**config.mk**
```make
export PLATFORM = sky130hd
export DESIGN_NAME = reorder_buffer
export DESIGN_NICKNAME = d
export VERILOG_FILES = /design/src/rtl/reorder_buffer.sv
export SDC_FILE = /design/constraint.sdc
export NUM_CORES = 1
export LEC_CHECK = 0
export CAP_MARGIN = 20
export CORE_UTILIZATION = 40
export DETAILED_ROUTE_END_ITERATION = 12
export SKIP_LAST_GASP = 1
export SLEW_MARGIN = 20
export SYNTH_ARGS = -nofsm -noshare
export SYNTH_HDL_FRONTEND = slang
export SYNTH_SLANG_ARGS = --single-unit
export TNS_END_PERCENT = 1
```
**constraint.sdc**
```tcl
create_clock -name clk -period 3.85 [get_ports clk]
set_input_delay 0.77 -clock clk [delete_from_list [all_inputs] [get_ports clk]]
set_output_delay 0.77 -clock clk [all_outputs]
set_load 0.02 [all_outputs]
```
**src/rtl/reorder_buffer.sv**
```systemverilog
// Reorder buffer: records renamed instructions in program order, marks them done
// from writeback and retires at most one finished instruction per cycle from the head.
module reorder_buffer #(
    parameter int NUM_ENTRIES  = 16,
    parameter int NUM_REG      = 32,
    parameter int NUM_REG_LOG2 = 5,
    parameter int PREG_W       = 6,
    parameter int IDX_W        = 4
) (
    input  logic                    clk,
    input  logic                    rst,
    input  logic                    alloc_valid,
    output logic                    alloc_ready,
    input  logic [NUM_REG_LOG2-1:0] alloc_rd,
    input  logic [PREG_W-1:0]       alloc_prd_old,
    input  logic [PREG_W-1:0]       alloc_prd_new,
    output logic [IDX_W-1:0]        alloc_idx,
    input  logic                    wb_valid,
    input  logic [IDX_W-1:0]        wb_idx,
    input  logic                    flush,
    output logic                    commit_free,
    output logic [PREG_W-1:0]       prd_free,
    output logic                    commit_valid,
    output logic [NUM_REG_LOG2-1:0] commit_rd,
    output logic [PREG_W-1:0]       commit_prd_new,
    output logic [IDX_W:0]          count
);

    if ((NUM_ENTRIES < 4) || (NUM_ENTRIES != (1 << IDX_W)) || (NUM_REG != (1 << NUM_REG_LOG2))
        || (PREG_W != NUM_REG_LOG2 + 1)) begin : g_bad_cfg
        $error("reorder_buffer: inconsistent parameters");
    end

    logic [NUM_ENTRIES-1:0]  valid_q, valid_d;
    logic [NUM_ENTRIES-1:0]  done_q, done_d;
    logic [NUM_REG_LOG2-1:0] rd_mem      [NUM_ENTRIES];
    logic [PREG_W-1:0]       prd_old_mem [NUM_ENTRIES];
    logic [PREG_W-1:0]       prd_new_mem [NUM_ENTRIES];
    logic [IDX_W-1:0]        head_q, head_d, tail_q, tail_d;
    logic [IDX_W:0]          count_q, count_d;
    logic                    commit_valid_q, commit_valid_d;
    logic                    commit_free_q, commit_free_d;
    logic [PREG_W-1:0]       prd_free_q, prd_free_d;
    logic [PREG_W-1:0]       commit_prd_new_q, commit_prd_new_d;
    logic [NUM_REG_LOG2-1:0] commit_rd_q, commit_rd_d;
    logic                    alloc_fire, commit_fire;

    // No bypass from the same-cycle retirement: readiness is purely the registered count.
    assign alloc_ready = count_q < (IDX_W+1)'(NUM_ENTRIES);
    assign alloc_fire  = alloc_valid && alloc_ready && !flush;
    assign commit_fire = valid_q[head_q] && done_q[head_q] && !flush;

    genvar gi;
    for (gi = 0; gi < NUM_ENTRIES; gi++) begin : g_entry
        logic alloc_hit, commit_hit, wb_hit;
        assign alloc_hit   = alloc_fire && (tail_q == IDX_W'(gi));
        assign commit_hit  = commit_fire && (head_q == IDX_W'(gi));
        assign wb_hit      = wb_valid && (wb_idx == IDX_W'(gi)) && valid_q[gi];
        // A fresh allocation wins over a writeback aimed at the same slot.
        assign valid_d[gi] = !flush && (alloc_hit || (valid_q[gi] && !commit_hit));
        assign done_d[gi]  = !flush && !alloc_hit && !commit_hit && (done_q[gi] || wb_hit);
    end

    always_comb begin
        head_d           = head_q;
        tail_d           = tail_q;
        count_d          = count_q;
        commit_valid_d   = commit_fire;
        commit_free_d    = 1'b0;
        prd_free_d       = prd_free_q;
        commit_rd_d      = commit_rd_q;
        commit_prd_new_d = commit_prd_new_q;
        if (flush) begin
            head_d  = '0;
            tail_d  = '0;
            count_d = '0;
        end else begin
            if (alloc_fire) begin
                tail_d = tail_q + 1'b1;
            end
            if (commit_fire) begin
                head_d           = head_q + 1'b1;
                commit_rd_d      = rd_mem[head_q];
                commit_prd_new_d = prd_new_mem[head_q];
                // x0 never owned a freeable register, so prd_free keeps its last value.
                if (rd_mem[head_q] != '0) begin
                    commit_free_d = 1'b1;
                    prd_free_d    = prd_old_mem[head_q];
                end
            end
            if (alloc_fire && !commit_fire) begin
                count_d = count_q + 1'b1;
            end else if (commit_fire && !alloc_fire) begin
                count_d = count_q - 1'b1;
            end
        end
    end

    always_ff @(posedge clk or negedge rst) begin
        if (!rst) begin
            valid_q          <= '0;
            done_q           <= '0;
            head_q           <= '0;
            tail_q           <= '0;
            count_q          <= '0;
            commit_valid_q   <= 1'b0;
            commit_free_q    <= 1'b0;
            prd_free_q       <= '0;
            commit_rd_q      <= '0;
            commit_prd_new_q <= '0;
        end else begin
            valid_q          <= valid_d;
            done_q           <= done_d;
            head_q           <= head_d;
            tail_q           <= tail_d;
            count_q          <= count_d;
            commit_valid_q   <= commit_valid_d;
            commit_free_q    <= commit_free_d;
            prd_free_q       <= prd_free_d;
            commit_rd_q      <= commit_rd_d;
            commit_prd_new_q <= commit_prd_new_d;
        end
    end

    always_ff @(posedge clk) begin
        if (alloc_fire) begin
            rd_mem[tail_q]      <= alloc_rd;
            prd_old_mem[tail_q] <= alloc_prd_old;
            prd_new_mem[tail_q] <= alloc_prd_new;
        end
    end

    assign alloc_idx      = tail_q;
    assign count          = count_q;
    assign commit_valid   = commit_valid_q;
    assign commit_free    = commit_free_q;
    assign prd_free       = prd_free_q;
    assign commit_rd      = commit_rd_q;
    assign commit_prd_new = commit_prd_new_q;

endmodule

```
**Word level (Yosys, flattened, before mapping)**

Memory sizes are Yosys's and may differ from the RTL's. A register that Yosys moved wholly into a read port is not among the register bits.
Cells that the tools add are included.
Widths: inputs -> output; s select.

- Add/sub/neg operators: 4
- Magnitude comparators: 2
- Eq/ne operators: 45
- Muxes and demuxes: 16
- Bitwise gates (word level): 1
- Reductions and logical operators: 228

Operators by type and width:

| kind | number |
|---|---|
| $logic_and 1x1->1 | 150 |
| $eq 4x4->1 const B | 24 |
| $eq 4x3->1 const B | 12 |
| $logic_not 1->1 | 37 |
| $logic_or 1x1->1 | 32 |
| $eq 4x2->1 const B | 6 |
| $mux 4 | 4 |
| $mux 5 | 3 |
| $eq 4x1->1 const B | 3 |
| $logic_not 4->1 | 3 |
| $add 4x1->4 const B | 2 |
| $bmux 1 s4 | 2 |
| $mux 1 | 7 |
| $add 5x1->5 const B | 1 |
| $lt 4x5->1 const B | 1 |
| $lt 5x5->1 const B | 1 |
| $reduce_bool 5->1 | 1 |
| $sub 5x1->5 const B | 1 |
| $reduce_bool 2->1 | 2 |
| $reduce_and 3->1 | 1 |
| $reduce_bool 3->1 | 1 |
| $reduce_and 2->1 | 1 |
| $not 1->1 | 1 |

- Register bits after elaboration: 52
- RAM bits: 272
- Input port bits: 26
- Output and inout port bits: 29
- Memories: 3

Memory list:

| memory | words | width | rd ports | clocked after memory_dff | write ports | line | text |
|---|---|---|---|---|---|---|---|
| prd_new_mem | 16 | 6 | 1 | 1 | 1 | 38 | `logic [PREG_W-1:0] prd_new_mem [NUM_ENTRIES];` |
| prd_old_mem | 16 | 6 | 1 | 1 | 1 | 37 | `logic [PREG_W-1:0] prd_old_mem [NUM_ENTRIES];` |
| rd_mem | 16 | 5 | 1 | 0 | 1 | 36 | `logic [NUM_REG_LOG2-1:0] rd_mem [NUM_ENTRIES];` |

**Depth between registers and ports, before layout**

Gate-level depths: netlist of run 1.

- Depth after elaboration: 9
- Depth in mapped cells: 14

**Worst setup path before layout of run 1**

Ideal clock, no wire load.

- Path kind: register to register
- Start point: register head_q[0]
- End point: register count_q[4], in the netlist count[4]
- Setup time: 0.078 ns
- Data arrival time: 3.056 ns
- Data required time: 3.772 ns
- Setup slack: 0.716 ns
- Cell stages (with the launch flop): 15
- Clock period less this slack: 3.134 ns
- Cells stage by stage: dfrtp_1 buf_6 buf_6 buf_2 inv_1 mux4_2 o22ai_1 buf_2 or3_1 fa_1 a21o_1 a21o_1 nor3_1 a21oi_1 a21oi_1

- Longest elaborated chain between the ends: 8
- Elaborated cells on any way between the ends: 12
- Classes of those cells: mux: 6; reduce/logical: 6

RTL lines:

| element | line | text |
|---|---|---|
| start: declaration | 39 | `logic [IDX_W-1:0] head_q, head_d, tail_q, tail_d;` |
| start signal: assignment | 103 | `head_q <= '0;` |
| start signal: assignment | 114 | `head_q <= head_d;` |
| $bmux 1 s4 | 51 | `assign commit_fire = valid_q[head_q] && done_q[head_q] && !flush;` |
| $mux 1 (implied by the code) | 51 |  |
| $logic_and 1x1->1 (*) (2 in series) | 51 |  |
| $logic_not 1->1 | 91 | `if (alloc_fire && !commit_fire) begin` |
| $logic_and 1x1->1 | 91 |  |
| $mux 5 | 91 |  |
| $mux 5 | 73 | `if (flush) begin` |
| end signal: assignment | 116 | `count_q <= count_d;` |
| end: declaration | 40 | `logic [IDX_W:0] count_q, count_d;` |

Every way passes the cells marked *; elsewhere a longest branch is shown, timed or not. The select of a mux whose other input is x is not followed.
A chain may end at the register's enable or synchronous reset.

**Worst setup path in the final report of run 1**

- Start point: register head_q[1]
- End point: register count_q[4], in the netlist count[4]

The elaborated chain is that of the path after synthesis.

==> metrics.yaml, run 1 <==
layout:
  synthToLayoutAreaGrowth_pct: 17.5
  fin_nets: 822
  antennaDiodeCount: 0
  fin_cells: 1251
  final_layout_size_suffix_gt1_share_pct: 23.9
placed_design:
  gp_congestion: 0.847
  post-place-ws_ns: 0.424
  dp_hpwl_mm: 18.3
  io_buffers: 54
  placed_cells: 1187
synth:
  synthCells: 685
  ys_ff_latch: 336
  synth_top_area_share_pct: 60.8
  synthTopCellsByArea: "edfxtp_1 (61%), mux4_2 (13%), dfrtp_1 (12%)"
  avgSynthCellArea_um2: 19.6
  synth_common_cells: "edfxtp_1 (272), mux4_2 (80), dfrtp_1 (64), a31oi_1 (29), nand2_1 (26)"
  synth_nets: 724
  synth_area_leader_cell: "edfxtp_1"
  synthFlopType: "edfxtp_1"
  synth.distinct_cells: 41
  syn_area_mm2: 0.0134
  ys_warn_count: 0
  synth.most_common_cell: "edfxtp_1"
  synth_edf_count: 272
  synthArstFlopShare_pct: 19.0
  ys_seq_area_share_pct: 72.8
sta:
  min_period_ns: 3.42
  setup_viol: 0
  period_share_pct: 88.8
  finalWorstSetupSlack_ns: 0.430
  tightest_slew_ns: 0.915
  fin_skew_ns: 0.0128
  drv_slew: 0
  final_hold_viol_count: 0
  rsz0062_at_grt: "false"
  max_freq_mhz: 292
  setup_tns_ns: 0
  max-slew-margin-rel_pct: 39.0
worst_setup_path:
  reg2reg_slack_ns: 0.43
  slowest_delay_ns: 0.57
  worstPathRequired_ns: 4.28
  critPathArrivalTime_ns: 3.85
  start_kind: "flop"
  reg2reg_from: "head_q[1]"
  worstSetupEndpointType: "flop"
  cp_max_fo: 14
  startpoint: "head_q[1]"
  rr_endpoint: "count[4]"
  criticalPathCategory: "flop to flop"
  path_cells: "clkinv_1, mux4_2, o22ai_1, buf_4, or3_1, fa_1, a21o_1, a21o_1, nor3_1, a21oi_1, a21oi_1"
  slowest_stage: "dfrtp_2"
  reg2reg_depth: 11
routing:
  wl_mm: 30.9
  final_antenna_net_count: 0
  drt_first_pass_iters: 5
  drt_iter0_drc: 581
  avgViaCountPerCell: 5.56
  drc: 0
  vias: 6958
  wire_per_inst_um: 24.7
floorplan:
  die_h_um: 185
  rows: 66
  dieArea_mm2: 0.0343
  io_pins: 55
  die_w_um: 185
  start_util_pct: 41.0
  coreArea_mm2: 0.0328
grt:
  antenna_found_initial: 0
  track_usage_pct: 18.8
  grt_pass1_wl_mm: 46.6
  grt_pass1_vias: 7496
  grt_max_degree: 60
  gr-total-overflow: 0
clock_tree:
  cts_setup_buffers: 0
  hold_buffers: 0
  cts_buffer_depth: 3
  cts_tree: "yes"
  clk_latency_ns: 0.52
  cts-root-buf: "clkbuf_16"
  clk_pin_slew_worst_paths_ns: 0.06
  cts-buffers-inserted: 36
  ctsResizeCount: 0
  htreeDepth: 2
  cts_num_sinks: 336
run:
  maxCapViolCount: 0
power_and_ir_drop:
  peakVddDrop_mv: 0.296
  cellPowerDensity_mw_per_mm2: 493
  p_leak_nw: 5.38
  finalPower_w: 0.00777
hold_path:
  hold_path_class: "input port to asynchronous set/reset pin"
outcome:
  status: "finished clean"
power breakdown:
group / switching, W / total (W) / internal (W)
clock: 0.00134 / 0.00325 / 0.00190
sequential: 0.0000446 / 0.00405 / 0.00401
combinational: 0.000271 / 0.000476 / 0.000205
total: 0.00166 / 0.00777 / 0.00612
cells in the final DEF (no fill, tap or decap), types with 2 or more instances in the layout:
cell / count
a2111oi_0: 4
a21o_1: 14
a21oi_1: 9
a22oi_1: 8
a31o_2: 3
a31oi_1: 29
and2_1: 15
buf_4: 38
clkbuf_1: 16
clkbuf_16: 38
clkdlybuf4s50_1: 53
clkinv_1: 3
clkinv_2: 5
dfrtp_1: 62
edfxtp_1: 272
ha_1: 12
inv_1: 10
mux2_2: 11
mux2_4: 6
mux4_1: 5
mux4_2: 80
nand2_1: 26
nand2b_1: 2
nand3_1: 7
nor2_1: 16
nor2_2: 3
nor2b_1: 4
nor3_1: 6
nor3b_1: 13
o21a_1: 3
o21ai_0: 6
o22ai_1: 2
or3_1: 4
xnor2_1: 4
xor2_1: 4
registers in the layout, summed over array words and instances, names as in the netlist:
register	flops
count	5
prd_old_mem	96
commit_free	1
prd_new_mem	96
prd_free	6
alloc_idx	4
done_q	16
valid_q	16
commit_rd	5
commit_prd_new	6
commit_valid	1
head_q	4
rd_mem	80
logic make-up after synthesis:
| group | share of synthesized area [%] |
|---|---|
| multiplexers | 16.0 |
| flip-flops | 72.8 |
| XOR/XNOR | 0.522 |
| AO/OA/AOI/OAI | 4.07 |
| buffers and inverters | 1.52 |
| AND/OR/NAND/NOR | 3.88 |
| adder cells (fa/ha/maj) | 1.27 |
critical path: cells and delay by family (launching register included):
| kind | cells | cell delay [ns] |
|---|---|---|
| AND/OR/NAND/NOR | 2 | 0.63 |
| flip-flops | 1 | 0.57 |
| buffers and inverters | 2 | 0.52 |
| AO/OA/AOI/OAI | 5 | 0.71 |
| adder cells (fa/ha/maj) | 1 | 0.46 |
| multiplexers | 1 | 0.44 |
cell type report:
cell class	instances	area, µm²
fill	2720	17000
sequential	336	9770
multi-input combinational	305	3470
clock buffer	55	1020
timing repair buffer	93	841
tap	442	553
clock inverter	9	78.8
inverter	11	41.3
per-layer routing:
layer,track usage [%],vias to the layer above,part of all wire (%)
met4,6.15,0,2.7
met2,32.8,257,51
li1,-,2987,-
met1,23.2,3648,40
met3,4.11,66,6.5
met5,0,-,0
worst max-delay path by stage:
stage	cells past startpoint	end	slack, ns
after detailed placement	11	count[4]	0.42
after global placement	11	count[4]	0.51
after floorplan	14	count[4]	0.72
after CTS	11	count[4]	0.40
final	11	count[4]	0.43
after global routing	11	count[4]	0.24
through the flow:
stage               area, µm²  util [%]  hold WS [ns]
floorplan               13400         -         0.472
global placement        14700      44.8         0.485
detailed placement      14700      44.8         0.490
CTS                     15800      48.1         0.316
global route            15800      48.1         0.331
finish                  15800      48.1         0.304
No activity file was read; power rests on OpenSTA's default activity.
==> run 2, diff against run 1 <==
--- a/config.mk
+++ b/config.mk
@@ -8,8 +8,9 @@
 export CAP_MARGIN = 20
 export CORE_UTILIZATION = 40
 export DETAILED_ROUTE_END_ITERATION = 12
+export SKIP_CTS_REPAIR_TIMING = 1
 export SKIP_LAST_GASP = 1
-export SLEW_MARGIN = 20
+export SLEW_MARGIN = 5
 export SYNTH_ARGS = -nofsm -noshare
 export SYNTH_HDL_FRONTEND = slang
 export SYNTH_SLANG_ARGS = --single-unit
==> results of run 2 <==
Same layout as run 1: the final DEF is identical, and so are final timing and power.
